## src/rtl/viterbi_frame_ctrl.sv

```systemverilog
// Frame sequencer for the rate-1/2, 4-state Viterbi decoder: paces ACS steps per
// accepted symbol, runs one traceback per frame and hands the decoded byte out.
module viterbi_frame_ctrl #(
  parameter int FRAME_LEN  = 8,
  parameter int TB_TIMEOUT = 12
) (
  input  logic       clk,
  input  logic       rst,
  input  logic       i_enable,
  input  logic       i_sym_valid,
  input  logic [1:0] i_sym,
  output logic       o_sym_ready,
  output logic [1:0] o_sym,
  output logic       o_en_acs,
  output logic [2:0] o_wr_addr,
  output logic       o_acs_clear,
  output logic       o_en_traceback,
  output logic [2:0] o_rd_addr,
  input  logic       i_tb_done,
  input  logic [7:0] i_tb_data,
  output logic [7:0] o_data,
  output logic       o_valid,
  input  logic       i_ready,
  output logic       o_busy,
  output logic       o_err,
  output logic [2:0] o_dbg_state
);

  localparam int TW = $clog2(TB_TIMEOUT + 1);
  localparam logic [2:0]    LAST_STEP = 3'(FRAME_LEN - 1);
  localparam logic [TW-1:0] TMO_LAST  = TW'(TB_TIMEOUT - 1);

  typedef enum logic [2:0] {
    S_IDLE   = 3'd0,
    S_CLEAR  = 3'd1,
    S_ACS    = 3'd2,
    S_FLUSH  = 3'd3,
    S_TRACE  = 3'd4,
    S_OUTPUT = 3'd5
  } state_t;

  state_t        state_q, state_d;
  logic [2:0]    step_q, step_d;
  logic [TW-1:0] tmo_q, tmo_d;
  logic [1:0]    sym_q, sym_d;
  logic          sym_ready_q, sym_ready_d;
  logic          en_acs_q, en_acs_d;
  logic [2:0]    wr_addr_q, wr_addr_d;
  logic          acs_clear_q, acs_clear_d;
  logic          en_tb_q, en_tb_d;
  logic [2:0]    rd_addr_q, rd_addr_d;
  logic [7:0]    data_q, data_d;
  logic          valid_q, valid_d;
  logic          busy_q, busy_d;
  logic          err_q, err_d;
  logic          sym_hs;

  // Symbol handshake: a pair transfers on a rising edge where i_sym_valid and
  // o_sym_ready are both high; byte handshake likewise on o_valid and i_ready.
  assign sym_hs = i_sym_valid & sym_ready_q;

  always_comb begin
    state_d   = state_q;
    step_d    = step_q;
    tmo_d     = tmo_q;
    sym_d     = sym_q;
    en_acs_d  = 1'b0;
    wr_addr_d = wr_addr_q;
    rd_addr_d = rd_addr_q;
    data_d    = data_q;
    valid_d   = valid_q;
    err_d     = err_q;

    case (state_q)
      S_IDLE: begin
        if (i_enable) state_d = S_CLEAR;
      end
      S_CLEAR: begin
        step_d  = 3'd0;
        state_d = S_ACS;
      end
      S_ACS: begin
        if (sym_hs) begin
          sym_d     = i_sym;
          en_acs_d  = 1'b1;
          wr_addr_d = step_q;
          step_d    = step_q + 3'd1;
          if (step_q == LAST_STEP) state_d = S_FLUSH;
        end
      end
      S_FLUSH: begin
        tmo_d     = '0;
        rd_addr_d = LAST_STEP;
        state_d   = S_TRACE;
      end
      S_TRACE: begin
        rd_addr_d = (rd_addr_q == 3'd0) ? 3'd0 : rd_addr_q - 3'd1;
        // A done arriving on the last allowed cycle still delivers the byte.
        if (i_tb_done) begin
          data_d  = i_tb_data;
          valid_d = 1'b1;
          state_d = S_OUTPUT;
        end else if (tmo_q == TMO_LAST) begin
          err_d   = 1'b1;
          state_d = i_enable ? S_CLEAR : S_IDLE;
        end else begin
          tmo_d = tmo_q + TW'(1);
        end
      end
      S_OUTPUT: begin
        if (i_ready) begin
          valid_d = 1'b0;
          state_d = i_enable ? S_CLEAR : S_IDLE;
        end
      end
      default: state_d = S_IDLE;
    endcase

    sym_ready_d = (state_d == S_ACS);
    acs_clear_d = (state_d == S_CLEAR);
    en_tb_d     = (state_d == S_TRACE);
    busy_d      = (state_d != S_IDLE);
  end

  always_ff @(posedge clk) begin
    if (rst) begin
      state_q     <= S_IDLE;
      step_q      <= '0;
      tmo_q       <= '0;
      sym_q       <= '0;
      sym_ready_q <= 1'b0;
      en_acs_q    <= 1'b0;
      wr_addr_q   <= '0;
      acs_clear_q <= 1'b0;
      en_tb_q     <= 1'b0;
      rd_addr_q   <= '0;
      data_q      <= '0;
      valid_q     <= 1'b0;
      busy_q      <= 1'b0;
      err_q       <= 1'b0;
    end else begin
      state_q     <= state_d;
      step_q      <= step_d;
      tmo_q       <= tmo_d;
      sym_q       <= sym_d;
      sym_ready_q <= sym_ready_d;
      en_acs_q    <= en_acs_d;
      wr_addr_q   <= wr_addr_d;
      acs_clear_q <= acs_clear_d;
      en_tb_q     <= en_tb_d;
      rd_addr_q   <= rd_addr_d;
      data_q      <= data_d;
      valid_q     <= valid_d;
      busy_q      <= busy_d;
      err_q       <= err_d;
    end
  end

  assign o_sym_ready    = sym_ready_q;
  assign o_sym          = sym_q;
  assign o_en_acs       = en_acs_q;
  assign o_wr_addr      = wr_addr_q;
  assign o_acs_clear    = acs_clear_q;
  assign o_en_traceback = en_tb_q;
  assign o_rd_addr      = rd_addr_q;
  assign o_data         = data_q;
  assign o_valid        = valid_q;
  assign o_busy         = busy_q;
  assign o_err          = err_q;
  assign o_dbg_state    = state_q;

endmodule

```

## config.mk

```make
export PLATFORM = sky130hd
export DESIGN_NAME = viterbi_frame_ctrl
export DESIGN_NICKNAME = d
export VERILOG_FILES = /design/src/rtl/viterbi_frame_ctrl.sv
export SDC_FILE = /design/constraint.sdc
export NUM_CORES = 1
export LEC_CHECK = 0
export ABC_AREA = 1
export BUFFER_PORTS_ARGS = -buffer_cell sky130_fd_sc_hd__buf_2
export CORE_UTILIZATION = 35
export CTS_CLUSTER_SIZE = 14
export DETAILED_ROUTE_END_ITERATION = 7
export PLACE_DENSITY_LB_ADDON = 0.12
export SETUP_SLACK_MARGIN = 0.1
export SKIP_LAST_GASP = 1
export SYNTH_ARGS = -nofsm -noshare
export SYNTH_HDL_FRONTEND = slang
export SYNTH_SLANG_ARGS = --single-unit
```

## constraint.sdc

```tcl
create_clock -name clk -period 1.49 [get_ports clk]
set_input_delay 0.149 -clock clk [delete_from_list [all_inputs] [get_ports clk]]
set_output_delay 0.149 -clock clk [all_outputs]
set_load 0.01 [all_outputs]
```

# Word-level counts from Yosys, hierarchy flattened
# Index checks and enable logic that the tools add are counted.
# word_totals
register_bits	33
latch_bits	0
mem_bits_rw	0
romBits	0
inputBits	16
elab_cells	67
mem_count	0
# classes
n_addsub	3
mul	0
div_mod_pow	0
order_cmp	0
eq_ne	15
n_shift	0
n_mux	19
bitwise_logic	3
reduce_logical	13
# ops
operator	n
3-bit 2-to-1 mux	8
3-bit one-hot mux with 6 select lines	1
3-bit equality test, second input constant	4
3-bit one-hot mux with 2 select lines	2
2-bit != test, second input constant	5
3-bit by 2-bit equality test with 1-bit output, second input constant	3
3-bit AND reduction	3
4-bit 2-to-1 mux	2
4-bit one-hot mux with 2 select lines	1
3-bit by 1-bit equality test with 1-bit output, second input constant	2
3-bit zero test	2
2-bit AND reduction	3
2-bit nonzero test	3
4-bit by 1-bit adder with 4-bit output, second input constant	1
4-bit equality test, second input constant	1
1-bit 2-to-1 mux	4
3-bit by 1-bit adder with 3-bit output, second input constant	1
3-bit nonzero test	1
3-bit by 1-bit subtractor with 3-bit output, second input constant	1
1-bit inverter	2
1-bit one-hot mux with 2 select lines	1
2-bit OR reduction	1
1-bit AND	1

# Depth between registers and ports, before layout
# depth
word_depth	5
mapped_depth	9

# Worst setup path after synthesis
# OpenSTA, ideal clock, no wires.
# synth_timing
kind	reg-to-reg
start	reg state_q[2], in the netlist o_dbg_state[2]
end	reg busy_q, in the netlist o_busy
setup_ps	120
arrival_ps	1172
setup_slack_ps	198
path_stages_with_launch	9
path_cell_list	dfxtp_1 buf_4 inv_2 nand3_2 inv_1 nor2_1 nand2_1 o21bai_1 nand2_1
# synth_between
elab_chain_len	4
# synth_lines
element	line_no	rtl
start: declaration	42	state_t state_q, state_d;
start signal: assignment	142	state_q <= state_d;
3-bit 2-to-1 mux, on equally long branches	103, 88	
3-bit 2-to-1 mux, on equally long branches	99, 83	
3-bit one-hot mux with 6 select lines (*)	74	case (state_q)
3-bit nonzero test (*)	122	busy_d = (state_d != S_IDLE);
end signal: assignment	154	busy_q <= busy_d;
end: declaration	54	logic busy_q, busy_d;
# Every way passes the cells marked *; elsewhere a longest branch is shown, timed or not.
# A chain may end at the register's enable or synchronous reset.

# Worst setup path in the final report
# layout_timing
start	reg step_q[0]
end	reg busy_q, in the netlist o_busy
# layout_between
elab_chain_len	5
# layout_lines
element	line_no	rtl
start: declaration	43	logic [2:0] step_q, step_d;
start signal: assignment	143	step_q <= step_d;
3-bit equality test	88	if (step_q == LAST_STEP) state_d = S_FLUSH;
3-bit 2-to-1 mux	88	
3-bit 2-to-1 mux	83	if (sym_hs) begin
3-bit one-hot mux with 6 select lines	74	
3-bit nonzero test	122	
# Every way passes these cells.

==> flow_summary.ini <==
[cells_and_area]
final_area_um2 = 1970
antenna_cells = 0
drive_gt1_share_pct = 35.4
nets = 266
syn2layout_area_growth_pct = 28.9

[yosys]
yosys_warnings = 0
yosys_register_bits = 33
synth_area_um2 = 1530
ys_seq_area_share_pct = 43.3
avgSynthCellArea_um2 = 7.82
synth_cell_types = 30
postSynthCellCount = 195
syn_nets = 216

[power_and_ir_drop]
p_sw_uw = 481
power_frac_clock_pct = 38.9
seqPwrFrac_pct = 49.0
ir_drop_uv = 514
intPower_uw = 1420
combinationalPowerShare_pct = 12.1
leakage_uw = 0.000955
powerDensity_nw_per_um2 = 968
p_sw_share_pct = 25.2

[global_routing]
grt_pass1_vias = 1166
grt_first_pass_wirelength_mm = 5.26
grt_max_degree = 13
grt-ovfl-total = 0
grt_antenna_before_repair = 0
track_usage_pct = 15.7

[detailed_routing]
ant_nets = 0
avgViaCountPerCell = 4.63
drt_iter0_markers = 50
post_drt_wl_per_cell_um = 11.3
drc_errors = 0
dr.pass1.iters = 4
wl_mm = 3.35
num_vias = 1370

[setup_path]
crit_slowest_cell = dfxtp_2
cp.arrival_ns = 1.48
cp_top_family = adder cells
cp.required_ns = 1.67
slowest_delay_ns = 0.33
crit_chain = ha_1, ha_1, inv_1, o21bai_1, nand2_1, nand2_2, o21bai_4, nand2_1
cp-end-kind = flip-flop
path_buf_inv = 1
cp_max_fo = 3
crit_type = reg -> reg
worstSetupStartpointType = flip-flop

[timing]
finalCritPeriodShare_pct = 87.4
tns_ns = 0
timing.final.hold_violations = 0
setup_viol = 0
max_slew_margin_pct = 76.1
fin_ws_ns = 0.188
finClkSkew_ns = 0.00464
max_freq_mhz = 768
post-route-min-period_ns = 1.30
rsz0062_at_grt = false
worst_pin_slew_ns = 0.358
finalMaxSlewViolations = 0

[floorplan]
core_area_um2 = 4090
pin_count = 42
die_area_um2 = 4630
core.rowCount = 23
chipWidth_um = 68.0
die_y_um = 68.0
start_util_pct = 37.3

[clock_tree]
root_buffer = clkbuf_8
insertion_delay_ns = 0.28
clock_path_buffers = 2
cts_sinks = 33
clk_pin_slew_ns = 0.07
cts_tree = built
cts_buffers = 5
ctsHoldBuffers = 0
ctsHtreeMaxLevel = 2

[placed_design]
port_buffers = 41
dp_hpwl_mm = 2.42
post_dp_cell_area_um2 = 1820
globalplace.congestion = 0.790
dp_slack_ns = -0.00285

[flow_run]
cap_violations = 0

[hold_path]
hold_path.class = in -> reg

[run_status]
status = completed
cells in the mapped netlist (all sizes together):
cell type | number | area share [%]
ha | 5 | 4.1
nand2 | 35 | 10
nor3b | 1 | 0.82
nor3 | 1 | 0.33
nand4 | 1 | 0.41
buf | 5 | 2.3
nand3b | 1 | 0.49
o21bai | 3 | 1.5
dfxtp | 33 | 43
o21ai | 10 | 3.3
nand3 | 23 | 9.0
xnor2 | 1 | 0.57
a31oi | 3 | 1.2
clkbuf | 2 | 0.49
nor2 | 34 | 11
a21oi | 18 | 6.2
inv | 19 | 5.0
final timing paths:
kind | cells after the start | slack [ns] | start | endpoint
worst max-delay path | 8 | 0.19 | step_q[0] | o_busy
worst min-delay path | 3 | 0.10 | i_sym[1] | o_sym[1]
worst max register to register | 8 | 0.19 | step_q[0] | o_busy
worst min register to register | 1 | 0.44 | step_q[0] | step_q[0]
through the flow:
stage          std cells  util (%)  power, µW  hold WS (ns)
3_3_place_gp         287      44.6       1180         0.386
5_1_grt              296      48.1       1990         0.126
2_1_floorplan        195         -       1090         0.219
6_report             296      48.1       1900         0.102
3_5_place_dp         287      44.6       1180         0.399
4_1_cts              295      47.2       1920         0.106
cells by family (layout without fill, tap and decap cells):
| family | Yosys count | count (layout) | share of synthesized area [%] |
|---|---|---|---|
| buf+inv | 26 | 77 | 7.79 |
| compound gates | 34 | 34 | 12.1 |
| simple gates | 96 | 96 | 32.1 |
| fa+ha+maj | 5 | 5 | 4.10 |
| flops | 33 | 33 | 43.3 |
| xor+xnor | 1 | 1 | 0.574 |
worst min-delay path: stages:
cell	delay, ns
buf_2	0.07
nor2_1	0.03
nor2_1	0.09
final cells by class:
cell class	count	area, µm²
fillers	424	2120
multi-input cells	136	773
flip-flops and latches	33	667
repair buffers	50	285
clock buffers	7	96.3
inverters	19	76.3
well taps	50	62.6
clock inverters	1	5.00
registers in the layout, indices dropped and copies added (netlist names), 2 cells and up:
name	flops
o_dbg_state	3
o_data	8
o_wr_addr	3
tmo_q	4
step_q	3
o_rd_addr	3
o_sym	2
routing by layer:
metal | vias to the layer above | global-route usage (%) | share of wire, % | wire length [µm]
met5 | - | 0 | 0 | 0
met2 | 33 | 24.0 | 45 | 1490
met4 | 0 | 7.03 | 1.6 | 54
met3 | 7 | 4.83 | 5.8 | 194
met1 | 597 | 19.9 | 48 | 1610
li1 | 733 | - | - | -
layout by cell type, fill, tap and decap left out, types with 2 or more instances in the layout:
master and count:
buf_2 41, nor2_1 29, nand2_1 29, dfxtp_1 28
nand3_1 19, a21oi_1 17, inv_1 15, o21ai_0 9
buf_4 8, clkbuf_8 7, dfxtp_2 5, ha_1 4
inv_2 3, nand3_2 3, nand2_4 3, nand2_2 3
a31oi_1 3, nor2_2 2, nor2_4 2, o21bai_1 2
what timing repair did:
| action | in CTS | in global routing |
|---|---|---|
| pin swaps | 0 | 2 |
| setup endpoints to repair | 1 | 20 |
| gates resized for setup | 2 | 11 |
| setup buffers | 0 | 1 |
power by group through the flow:
stage	clock [µW]	combinational (µW)	sequential [µW]
6_report	740	231	933
5_1_grt	799	257	935
4_1_cts	764	228	931
3_5_place_dp	0	226	951
3_3_place_gp	0	227	951
2_1_floorplan	0	136	955
Note: power is estimated with default switching activity, not from simulation.
